$ cat src/rtl/conv_pkg.sv
// Shared widths, FSM state encoding and counter sizing for the 1-D convolution block.
package conv_pkg;
    localparam int DATA_W = 14;
    localparam int ACC_W  = 28;

    typedef enum logic [2:0] {
        LOAD_W,
        LOAD_X,
        COMPUTE,
        DRAIN,
        OUTPUT
    } state_t;

    // Index width for an n-entry store; never below one bit so n=1 still yields a legal vector.
    function automatic int cnt_w(input int n);
        return (n > 1) ? $clog2(n) : 1;
    endfunction
endpackage

$ cat src/rtl/conv_mac_unit.sv
// Two-stage signed multiply-accumulate: product register, then accumulator register.
module conv_mac_unit
    import conv_pkg::*;
(
    input  logic              clk,
    input  logic              reset,
    input  logic [DATA_W-1:0] a,
    input  logic [DATA_W-1:0] b,
    input  logic              valid_in,
    input  logic              clear_in,
    output logic [ACC_W-1:0]  f,
    output logic              valid_out
);
    localparam int STAGES = 2;

    logic [ACC_W-1:0]  w_a_ext;
    logic [ACC_W-1:0]  w_b_ext;
    logic [ACC_W-1:0]  r_prod;
    logic [ACC_W-1:0]  r_acc;
    logic              r_clr1;
    logic [STAGES-1:0] r_vld_pipe;

    // Sign-extended operands make the low ACC_W bits of an unsigned multiply the exact signed product.
    assign w_a_ext = {{(ACC_W-DATA_W){a[DATA_W-1]}}, a};
    assign w_b_ext = {{(ACC_W-DATA_W){b[DATA_W-1]}}, b};

    always_ff @(posedge clk or posedge reset) begin
        if (reset) begin
            r_prod     <= '0;
            r_acc      <= '0;
            r_clr1     <= 1'b0;
            r_vld_pipe <= '0;
        end else begin
            r_vld_pipe <= {r_vld_pipe[STAGES-2:0], valid_in};
            r_clr1     <= clear_in & valid_in;
            if (valid_in)
                r_prod <= w_a_ext * w_b_ext;
            if (r_vld_pipe[0])
                r_acc <= r_clr1 ? r_prod : r_acc + r_prod;
        end
    end

    assign f         = r_acc;
    assign valid_out = r_vld_pipe[STAGES-1];
endmodule

$ cat src/rtl/conv1d_mac_ctrl.sv
// Loads a filter and an input vector over a valid/ready stream, then streams out
// each valid-position 1-D convolution result through a shared 2-stage MAC.
module conv1d_mac_ctrl
    import conv_pkg::*;
#(
    parameter int LEN_X = 8,
    parameter int LEN_W = 4
) (
    input  logic              clk,
    input  logic              reset,
    input  logic [DATA_W-1:0] s_data_in,
    input  logic              s_valid_in,
    output logic              s_ready_in,
    output logic [ACC_W-1:0]  m_data_out,
    output logic              m_valid_out,
    input  logic              m_ready_out
);
    localparam int WW = cnt_w(LEN_W);
    localparam int XW = cnt_w(LEN_X);

    state_t            r_state;
    state_t            w_nxt;
    logic [WW-1:0]     r_wcnt;
    logic [WW-1:0]     r_k;
    logic [XW-1:0]     r_xcnt;
    logic [XW-1:0]     r_o;
    logic              r_drn;
    logic              r_armed;
    logic [DATA_W-1:0] r_w [LEN_W];
    logic [DATA_W-1:0] r_x [LEN_X];

    logic              w_s_hs;
    logic              w_m_hs;
    logic              w_w_last;
    logic              w_x_last;
    logic              w_k_last;
    logic              w_o_last;
    logic [XW-1:0]     w_xidx;
    logic              w_mac_issue;
    logic [ACC_W-1:0]  w_f;
    logic              w_mac_vld;

    // r_armed holds s_ready_in low through reset and releases it on the first edge afterwards.
    assign s_ready_in  = r_armed & ((r_state == LOAD_W) | (r_state == LOAD_X));
    assign m_valid_out = (r_state == OUTPUT);
    assign m_data_out  = m_valid_out ? w_f : '0;

    assign w_s_hs   = s_valid_in & s_ready_in;
    assign w_m_hs   = m_valid_out & m_ready_out;
    assign w_w_last = (r_wcnt == WW'(LEN_W - 1));
    assign w_x_last = (r_xcnt == XW'(LEN_X - 1));
    assign w_k_last = (r_k == WW'(LEN_W - 1));
    assign w_o_last = (int'(r_o) >= LEN_X - LEN_W);
    assign w_xidx   = XW'(int'(r_o) + int'(r_k));

    assign w_mac_issue = (r_state == COMPUTE);

    conv_mac_unit u_mac (
        .clk       (clk),
        .reset     (reset),
        .a         (r_x[w_xidx]),
        .b         (r_w[r_k]),
        .valid_in  (w_mac_issue),
        .clear_in  (r_k == '0),
        .f         (w_f),
        .valid_out (w_mac_vld)
    );

    always_comb begin
        w_nxt = r_state;
        unique case (r_state)
            LOAD_W:  if (w_s_hs && w_w_last) w_nxt = LOAD_X;
            LOAD_X:  if (w_s_hs && w_x_last) w_nxt = COMPUTE;
            COMPUTE: if (w_k_last) w_nxt = DRAIN;
            // Second drain cycle: the final term has reached the accumulator.
            DRAIN:   if (r_drn && w_mac_vld) w_nxt = OUTPUT;
            OUTPUT:  if (w_m_hs) w_nxt = w_o_last ? LOAD_W : COMPUTE;
            default: w_nxt = LOAD_W;
        endcase
    end

    always_ff @(posedge clk or posedge reset) begin
        if (reset) begin
            r_state <= LOAD_W;
            r_armed <= 1'b0;
            r_wcnt  <= '0;
            r_xcnt  <= '0;
            r_k     <= '0;
            r_o     <= '0;
            r_drn   <= 1'b0;
        end else begin
            r_state <= w_nxt;
            r_armed <= 1'b1;
            case (r_state)
                LOAD_W: if (w_s_hs) r_wcnt <= w_w_last ? '0 : r_wcnt + WW'(1);
                LOAD_X: begin
                    if (w_s_hs) r_xcnt <= w_x_last ? '0 : r_xcnt + XW'(1);
                    r_o <= '0;
                    r_k <= '0;
                end
                COMPUTE: begin
                    r_k   <= w_k_last ? '0 : r_k + WW'(1);
                    r_drn <= 1'b0;
                end
                DRAIN:  r_drn <= ~r_drn;
                OUTPUT: if (w_m_hs) r_o <= w_o_last ? '0 : r_o + XW'(1);
                default: ;
            endcase
        end
    end

    // Sample storage carries no reset; contents are always rewritten before use.
    always_ff @(posedge clk) begin
        if (w_s_hs && r_state == LOAD_W) r_w[r_wcnt] <= s_data_in;
        if (w_s_hs && r_state == LOAD_X) r_x[r_xcnt] <= s_data_in;
    end
endmodule

$ cat config.mk
export PLATFORM = sky130hd
export DESIGN_NAME = conv1d_mac_ctrl
export DESIGN_NICKNAME = d
export VERILOG_FILES = /design/src/rtl/conv_pkg.sv /design/src/rtl/conv_mac_unit.sv /design/src/rtl/conv1d_mac_ctrl.sv
export SDC_FILE = /design/constraint.sdc
export NUM_CORES = 1
export LEC_CHECK = 0
export ABC_CLOCK_PERIOD_IN_PS = 14220
export CAP_MARGIN = 20
export CORE_UTILIZATION = 30
export DETAILED_ROUTE_END_ITERATION = 8
export PLACE_DENSITY = 0.52
export SYNTH_ARGS = -nofsm -noshare
export SYNTH_HDL_FRONTEND = slang
export SYNTH_HIERARCHICAL = 1
export SYNTH_SLANG_ARGS = --single-unit
$ cat constraint.sdc
create_clock -name clk -period 14.22 [get_ports clk]
set_input_delay 2.844 -clock clk [delete_from_list [all_inputs] [get_ports clk]]
set_output_delay 2.844 -clock clk [all_outputs]
set_load 0.02 [all_outputs]
==> results of run 1 <==
[cell usage in the layout, fill, tap and decap left out, drive strengths merged, types with 14 or more instances in the layout]
master / synthesis / layout
a21o: 18 / 18
a21oi: 89 / 89
and2: 108 / 108
and3: 32 / 32
buf: 15 / 14
clkbuf: 54 / 32
clkdlybuf4s50: 0 / 47
dfrtp: 74 / 74
edfxtp: 168 / 168
fa: 197 / 197
ha: 105 / 105
inv: 230 / 232
mux2: 47 / 47
mux4: 42 / 42
nand2: 114 / 114
nand2b: 18 / 18
nor2: 84 / 84
o21ai: 32 / 32
xnor2: 42 / 42
xor2: 14 / 14
[final cells by class]
cell class	instances	area (um^2)
well taps	837	1050
inverters	230	863
clock buffers	31	712
repair buffers	62	608
clock inverters	21	256
flip-flops and latches	242	6900
fillers	6124	40600
multi-input cells	1053	10600
[registers in the layout, summed over array words and instances (netlist names)]
signal	cells
r_x	112
r_w	56
u_mac/f	28
u_mac/r_prod	28
r_o	3
r_state	3
r_xcnt	3
r_k	2
r_wcnt	2
u_mac/r_vld_pipe	2
r_armed	1
r_drn	1
u_mac/r_clr1	1
[kinds of logic after synthesis]
group	synth area share, %
other	0.0201
multiplexers	8.48
buffers and inverters	6.29
AND/OR/NAND/NOR	11.2
flip-flops	36.9
AO/OA/AOI/OAI	6.25
adder cells (fa/ha/maj)	28.2
XOR/XNOR	2.67
[worst max-delay path by stage]
stage	start	to	slack [ns]	cells after the start
detailed placement	r_k[1]$_DFFE_PP0P_	u_mac/r_prod[26]$_DFFE_PP0P_	5.47	28
global placement	r_k[1]$_DFFE_PP0P_	u_mac/r_prod[26]$_DFFE_PP0P_	5.57	28
global route	r_k[1]$_DFFE_PP0P_	u_mac/r_prod[26]$_DFFE_PP0P_	4.98	28
floorplan	r_o[0]$_DFFE_PP0P_	u_mac/r_prod[26]$_DFFE_PP0P_	6.26	30
CTS	r_k[1]$_DFFE_PP0P_	u_mac/r_prod[26]$_DFFE_PP0P_	5.45	28
finish	r_k[1]$_DFFE_PP0P_	u_mac/r_prod[26]$_DFFE_PP0P_	5.47	28
[routing by layer]
| metal | vias up | part of all wire [%] | track usage, % | routed length [um] |
|---|---|---|---|---|
| met4 | 0 | 1.7 | 2.80 | 695 |
| met2 | 158 | 51 | 24.6 | 21100 |
| li1 | 5381 | - | - | - |
| met5 | - | 0 | 0 | 0 |
| met3 | 48 | 3.0 | 1.52 | 1220 |
| met1 | 5911 | 44 | 17.5 | 18200 |
[through the flow]
| stage | setup slack, ns | util [%] | cells | area (um^2) |
|---|---|---|---|---|
| after floorplan | 6.26 | - | 1594 | 18700 |
| after global placement | 5.57 | 32.5 | 2422 | 20000 |
| after detailed placement | 5.47 | 32.5 | 2422 | 20000 |
| after CTS | 5.45 | 34.1 | 2474 | 21000 |
| after global routing | 4.98 | 34.1 | 2476 | 21000 |
| final | 5.47 | 34.1 | 2476 | 21000 |
[critical path: cells and delay by family (launching register included)]
kind            cells  cell delay (ns)
simple gates        3             0.38
xor+xnor            1             0.14
flops               1             0.36
mux                 3             0.98
compound gates      5             1.12
fa+ha+maj           8             4.54
buf+inv             8             1.09
==> results.json, run 1 <==
{
  "clock_sinks": 242,
  "slew_headroom_pct": 33.0,
  "core-area_um2": 61600,
  "reg2reg_slack_ns": 5.47,
  "yosys.area.top_type": "edfxtp_1",
  "path_class": "register to register",
  "r2r_start": "r_k[1]$_DFFE_PP0P_",
  "cp_max_fo": 19,
  "synth.distinct_cells": 67,
  "die_h_um": 251,
  "setup_tns_ns": 0,
  "area_growth_pct": 12.6,
  "syn-cell-area_um2": 18700,
  "crit_slowest_cell": "fa_1",
  "hold_viol": 0,
  "vias_per_cell": 4.64,
  "cts_hold_buffers": 0,
  "clock.fmax_mhz": 114,
  "grt_pass1_wl_um": 68100,
  "skew_ns": 0.0363,
  "fin_nets": 1937,
  "drt-pass1-iter-count": 5,
  "async_flop_share_pct": 30.6,
  "finalSetupViolations": 0,
  "cts_resized": 0,
  "crit_path_max_incr_delay_ns": 1.01,
  "antenna_found_initial": 0,
  "clk_pin_slew_ns": 0.07,
  "cp-end-kind": "register",
  "dp_hpwl_um": 30600,
  "cts.repair_timing.setup_buffer_count": 0,
  "clock_path_buffers": 3,
  "synth_warnings": 6,
  "gp_congestion": 0.785,
  "drt-total-wl_um": 41200,
  "cts_tree": "yes",
  "netlist_top_cells_area": "edfxtp_1 (27%), fa_1 (21%), dfrtp_1 (9.9%)",
  "ant_nets": 0,
  "rr_worst_depth": 28,
  "fin_crit_ns": 8.75,
  "grt_pass1_vias": 12700,
  "clock-root-buffer": "clkbuf_16",
  "min_period_over_period_pct": 61.6,
  "io_buffers": 47,
  "grt_use_total_pct": 13.6,
  "hold_depth": 1,
  "start_util_pct": 30.3,
  "fin_hold_ws_ns": 0.533,
  "drc_errors": 0,
  "synth_edf_count": 168,
  "numCtsBuffers": 28,
  "htree_levels": 1,
  "r2r_end": "u_mac/r_prod[26]$_DFFE_PP0P_",
  "worstPathArrival_ns": 9.19,
  "postSynthNetCount": 1914,
  "dieArea_um2": 63200,
  "status": "completed",
  "drt_iter0_markers": 514,
  "insertion_delay_ns": 0.58,
  "min_from": "r_drn$_DFFE_PP0P_",
  "wl_per_cell_um": 16.6,
  "ios": 48,
  "syn_inst": 1594,
  "tightestPinTransition_ns": 1.00,
  "synth_most_common_cell": "inv_1",
  "ys_seq_elements": 242,
  "grt_start_max_net_pins": 60,
  "diodes": 0,
  "crit_path_start_kind": "register",
  "required_ns": 14.66,
  "yosys.area.top_type_share_pct": 27.0,
  "ys_top_cells_by_count": "inv_1 (230), fa_1 (197), edfxtp_1 (168)",
  "rsz0062_at_grt": "no",
  "overflow": 0,
  "avgSynthCellArea_um2": 11.7,
  "drive_gt1_share_pct": 10.2,
  "ys_seq_area_share_pct": 36.9,
  "die_w_um": 251,
  "hold_path.class": "register to register",
  "synth_flop_cell": "edfxtp_1",
  "rows": 91,
  "vias": 11500,
  "drv_cap": 0,
  "slew_viol_final": 0,
  "hold_path_end": "r_drn$_DFFE_PP0P_"
}
Power of run 1 is left out: the tool's default activity adds up to more than one toggle a clock period on the data nets, which glitch-free logic cannot reach.
==> run 2, diff against run 1 <==
--- a/config.mk
+++ b/config.mk
@@ -5,11 +5,11 @@
 export SDC_FILE = /design/constraint.sdc
 export NUM_CORES = 1
 export LEC_CHECK = 0
-export ABC_CLOCK_PERIOD_IN_PS = 14220
+export ABC_CLOCK_PERIOD_IN_PS = 7060
 export CAP_MARGIN = 20
 export CORE_UTILIZATION = 30
 export DETAILED_ROUTE_END_ITERATION = 8
-export PLACE_DENSITY = 0.52
+export PLACE_DENSITY = 0.53
 export SYNTH_ARGS = -nofsm -noshare
 export SYNTH_HDL_FRONTEND = slang
 export SYNTH_HIERARCHICAL = 1
==> constraint.sdc (replaced) <==
create_clock -name clk -period 7.06 [get_ports clk]
set_input_delay 1.412 -clock clk [delete_from_list [all_inputs] [get_ports clk]]
set_output_delay 1.412 -clock clk [all_outputs]
set_load 0.02 [all_outputs]
==> run 2 against run 1 <==
Net effect:
- the run now ends with negative setup slack left
- critical path depth unchanged
- setup slack worse by 5.9 ns
- count of clock-buffer cells in the layout up 1
- via count up 1.7%
- maximum frequency up 17%
- first-iteration DRC count up 34%
- final cell count up 3.9%
- wire length up 1.2%
- die area unchanged
- core utilization up 1.7 points
- sequential cell count unchanged
- highest routed layer unchanged
==> results.json, run 2 (synthesis gave the netlist of run 1 again) <==
{
  "status": "complete, but fails checks",
  "violations": "negative setup slack",
  "fin_crit_ns": 7.47,
  "crit_path_max_incr_delay_ns": 0.64,
  "slew_headroom_pct": 28.2,
  "worstPathArrival_ns": 7.92,
  "min_period_over_period_pct": 106,
  "hold_viol": 0,
  "clk_pin_slew_ns": 0.06,
  "fin_nets": 2034,
  "grtUsageMet1_pct": 17.3,
  "largest-register": "r_x",
  "cp-end-kind": "register",
  "hold_path.class": "register to register",
  "grt_pass1_wl_um": 67300,
  "ant_nets": 0,
  "clock_path_buffers": 3,
  "clock.fmax_mhz": 134,
  "final_common_cell": "inv_1",
  "drt_iter0_markers": 687,
  "path_class": "register to register",
  "fin_hold_ws_ns": 0.531,
  "finalWorstSetupSlack_ns": -0.413,
  "rsz0062_at_grt": "yes",
  "grt_use_total_pct": 13.4,
  "skew_ns": 0.00870,
  "crit_path_start_kind": "register",
  "clock-root-buffer": "clkbuf_16",
  "area_growth_pct": 18.2,
  "cts_tree": "yes",
  "overflow": 0,
  "core-area_um2": 61600,
  "numCtsBuffers": 28,
  "use_met2_pct": 23.9,
  "cp_max_fo": 12,
  "drc_errors": 0,
  "finalSetupViolations": 11,
  "required_ns": 7.50,
  "diodes": 0,
  "place_area_um2": 20900,
  "grt_start_max_net_pins": 60,
  "antenna_found_initial": 0,
  "largest_reg_flops": 112,
  "vias_per_cell": 4.54,
  "crit_slowest_cell": "fa_2",
  "insertion_delay_ns": 0.56,
  "gp_congestion": 0.811,
  "drv_cap": 0,
  "die_w_um": 251,
  "vias": 11700,
  "grt_pass1_vias": 12400,
  "grt-busiest-layer": "met2",
  "die_h_um": 251,
  "pre_cts_ws_ns": -0.408,
  "drt-pass1-iter-count": 7,
  "grt_use_met3_pct": 1.68,
  "rows": 91,
  "io_buffers": 47,
  "final_cell_area_um2": 22100,
  "cp.buffers_inverters": 7,
  "dieArea_um2": 63200,
  "ios": 48,
  "crit_family": "adder cells",
  "drt-total-wl_um": 41700,
  "slew_viol_final": 0,
  "layout_common_cells": "inv_1 (228), fa_1 (192), edfxtp_1 (168)",
  "largest_registers": "r_x: 112 flops, r_w: 56 flops",
  "start_util_pct": 30.3,
  "drive_gt1_share_pct": 17.8,
  "postLayoutCoreUtil_pct": 35.8,
  "tightestPinTransition_ns": 1.08,
  "htree_levels": 1,
  "clock_sinks": 242,
  "dp_hpwl_um": 32100,
  "wl_per_cell_um": 16.2
}
[run 2: changes by cell type in the layout (fill, tap and decap cells not counted), moves of 4 or more]
cell      delta
buf_4       +93
ha_1         -9
mux2_2       -8
mux2_4       +8
ha_4         +7
a21oi_1      -6
a21oi_2      +6
fa_1         -5
fa_2         +5
buf_12       +4
clkinv_1     -4
[run 2: layout make-up]
type                            count  area [um^2]
Clock buffer                       32          746
Clock inverter                     20          214
Fill cell                        6083        39500
Inverter                          230          863
Multi-Input combinational cell   1053        10900
Sequential cell                   242         6900
Tap cell                          837         1050
Timing Repair Buffer              159         1380
[run 2: worst register-to-register path: cells and delay by family (launching register included)]
family,cells,cell delay [ns]
compound gates,5,1.09
fa+ha+maj,9,4.00
xor+xnor,1,0.14
buf+inv,7,0.51
flops,1,0.38
simple gates,3,0.36
mux,3,0.87
[run 2: routing by layer]
| layer | wire length (um) | share of wire, % |
|---|---|---|
| met1 | 18600 | 45 |
| met4 | 785 | 1.9 |
| met5 | 0 | 0 |
| met3 | 1380 | 3.3 |
| met2 | 21000 | 50 |
[run 2: metrics by stage]
step                instances  setup TNS (ns)
finish                   2573           -2.44
global route             2573           -5.84
CTS                      2570           -2.15
detailed placement       2517           -2.19
global placement         2517           -1.85
floorplan                1594          -0.477
[run 2: worst paths after layout]
check                      slack (ns)          startpoint  cells after the start                       endpoint
setup / recovery                -0.41  r_k[0]$_DFFE_PP0P_                     28   u_mac/r_prod[26]$_DFFE_PP0P_
hold / removal                   0.53   r_drn$_DFFE_PP0P_                      1              r_drn$_DFFE_PP0P_
setup reg to reg                -0.41  r_k[0]$_DFFE_PP0P_                     28   u_mac/r_prod[26]$_DFFE_PP0P_
hold reg to reg                  0.53   r_drn$_DFFE_PP0P_                      1              r_drn$_DFFE_PP0P_
max in group asynchronous        5.01               reset                      3  u_mac/r_vld_pipe[0]$_DFF_PP0_
min in group asynchronous        1.35               reset                      2             r_o[0]$_DFFE_PP0P_
[run 2: what timing repair did]
action,in CTS,in global routing
cloned,0,2
gates resized for setup,8,26
endpoints found under the setup margin,11,16
setup buffers,1,1
hold buffers,0,0
pin swaps,1,4
Power of run 2 is left out for the same reason.
==> run 3, diff against run 2 <==
--- a/config.mk
+++ b/config.mk
@@ -7,10 +7,11 @@
 export LEC_CHECK = 0
 export ABC_CLOCK_PERIOD_IN_PS = 7060
 export CAP_MARGIN = 20
-export CORE_UTILIZATION = 30
+export CORE_UTILIZATION = 35
 export DETAILED_ROUTE_END_ITERATION = 8
-export PLACE_DENSITY = 0.53
+export PLACE_DENSITY = 0.59
 export SYNTH_ARGS = -nofsm -noshare
 export SYNTH_HDL_FRONTEND = slang
 export SYNTH_HIERARCHICAL = 1
 export SYNTH_SLANG_ARGS = --single-unit
+export TNS_END_PERCENT = 10
==> run 3 against run 2 <==
Net effect:
- the run still ends with negative setup slack left
- highest routed layer unchanged
- non-clock buffer count is 5 lower
- final cell count shrank 6.1%
- sequential share of layout area increased by 0.58 points
- setup slack better by 0.056 ns
- worst hold slack worse by 0.016 ns
- die area shrank 14%
- core utilization up 5.3 points
==> results.json, run 3 (synthesis gave the netlist of run 1 again) <==
{
  "finalWorstSetupSlack_ns": -0.357,
  "cp-end-kind": "register",
  "die_w_um": 233,
  "drt-total-wl_um": 40300,
  "slew_viol_final": 0,
  "drt_iter0_markers": 635,
  "ios": 48,
  "hold_viol": 0,
  "cts_hold_buffers": 0,
  "grt_pass1_wl_um": 66800,
  "hold_path.class": "register to register",
  "tightestPinTransition_ns": 1.03,
  "skew_ns": 0.0148,
  "required_ns": 7.51,
  "clock-root-buffer": "clkbuf_16",
  "clock_path_buffers": 3,
  "core-area_um2": 52700,
  "clock_sinks": 242,
  "drv_cap": 0,
  "cp_max_fo": 9,
  "largest_reg_flops": 112,
  "rows": 84,
  "fin_nets": 2028,
  "final_common_cell": "inv_1",
  "area_growth_pct": 16.0,
  "numCtsBuffers": 27,
  "grt_use_total_pct": 15.5,
  "cts_tree": "yes",
  "fin_crit_ns": 7.42,
  "violations": "negative setup slack",
  "finalSetupViolations": 10,
  "drive_gt1_share_pct": 15.9,
  "antenna_found_initial": 0,
  "overflow": 0,
  "min_period_over_period_pct": 105,
  "largest_registers": "r_x: 112 flops, r_w: 56 flops",
  "vias_per_cell": 4.91,
  "dp_hpwl_um": 30900,
  "drt-pass1-iter-count": 4,
  "htree_levels": 1,
  "vias": 11900,
  "crit_path_start_kind": "register",
  "gp_congestion": 0.836,
  "dieArea_um2": 54300,
  "path_class": "register to register",
  "worstPathArrival_ns": 7.87,
  "ant_nets": 0,
  "wl_per_cell_um": 16.7,
  "start_util_pct": 35.5,
  "io_buffers": 47,
  "grt_start_max_net_pins": 60,
  "layout_common_cells": "inv_1 (229), fa_1 (194), edfxtp_1 (168)",
  "drc_errors": 0,
  "grt_pass1_vias": 12500,
  "diodes": 0,
  "largest-register": "r_x",
  "clk_pin_slew_ns": 0.06,
  "clock.fmax_mhz": 135,
  "rsz0062_at_grt": "yes",
  "slew_headroom_pct": 31.2,
  "insertion_delay_ns": 0.56,
  "fin_hold_ws_ns": 0.515,
  "die_h_um": 233,
  "status": "complete, but fails checks"
}
-- run 3: worst max-delay path, stage by stage, from the launching register on --
cell       delay [ns]
dfrtp_1          0.38
ha_2             0.20
fa_2             0.58
buf_4            0.20
mux4_2           0.30
mux2_2           0.34
and2_1           0.17
fa_1             0.50
inv_1            0.07
fa_1             0.54
inv_1            0.05
fa_1             0.50
fa_1             0.43
fa_1             0.49
inv_1            0.05
fa_1             0.48
inv_1            0.04
ha_1             0.32
and3_1           0.18
a31oi_1          0.21
o21ai_2          0.13
a2111oi_4        0.36
nor3_2           0.09
o31ai_1          0.20
nand2b_1         0.09
xor2_1           0.14
mux2_2           0.26
-- run 3: final timing paths --
| check | from | to | slack, ns | depth (start not counted) |
|---|---|---|---|---|
| max in group asynchronous | reset | u_mac/r_vld_pipe[0]$_DFF_PP0_ | 5.04 | 3 |
| min in group asynchronous | reset | r_drn$_DFFE_PP0P_ | 1.32 | 2 |
| max | r_k[0]$_DFFE_PP0P_ | u_mac/r_prod[26]$_DFFE_PP0P_ | -0.36 | 26 |
| min reg2reg | r_drn$_DFFE_PP0P_ | r_drn$_DFFE_PP0P_ | 0.52 | 1 |
| max reg2reg | r_k[0]$_DFFE_PP0P_ | u_mac/r_prod[26]$_DFFE_PP0P_ | -0.36 | 26 |
| min | r_drn$_DFFE_PP0P_ | r_drn$_DFFE_PP0P_ | 0.52 | 1 |
-- run 3: layer usage --
layer / track usage [%] / share of wire, % / vias to the layer above / routed length [um]
met2: 27.0 / 50 / 228 / 20000
met4: 2.78 / 1.3 / 0 / 542
met1: 20.8 / 45 / 6042 / 18000
met3: 2.07 / 4.4 / 38 / 1800
li1: - / - / 5551 / -
met5: 0 / 0 / - / 0
-- run 3: cell type report --
class,count,area (um^2)
Fill cell,4922,31000
Multi-Input combinational cell,1053,10800
Sequential cell,242,6900
Timing Repair Buffer,154,1380
Inverter,230,863
Tap cell,688,861
Clock buffer,34,702
Clock inverter,16,174
-- run 3: timing repair --
| action | CTS | global route |
|---|---|---|
| setup buffers | 0 | 0 |
| hold endpoints to repair | 0 | 0 |
| pin swaps | 2 | 2 |
| setup endpoints to repair | 11 | 16 |
| gates resized for setup | 8 | 5 |
-- run 3: stage by stage --
stage / utilization [%] / std cells / worst slack [ns] / instance area (um^2) / setup TNS (ns)
2_1_floorplan: - / 1594 / -0.183 / 18800 / -0.686
5_1_grt: 41.1 / 2417 / -0.689 / 21700 / -6.52
3_5_place_dp: 39.4 / 2367 / -0.448 / 20800 / -2.98
4_1_cts: 41.1 / 2417 / -0.418 / 21600 / -2.39
6_report: 41.1 / 2417 / -0.357 / 21700 / -1.88
3_3_place_gp: 39.4 / 2366 / -0.380 / 20700 / -2.58
Power of run 3 is left out for the same reason.
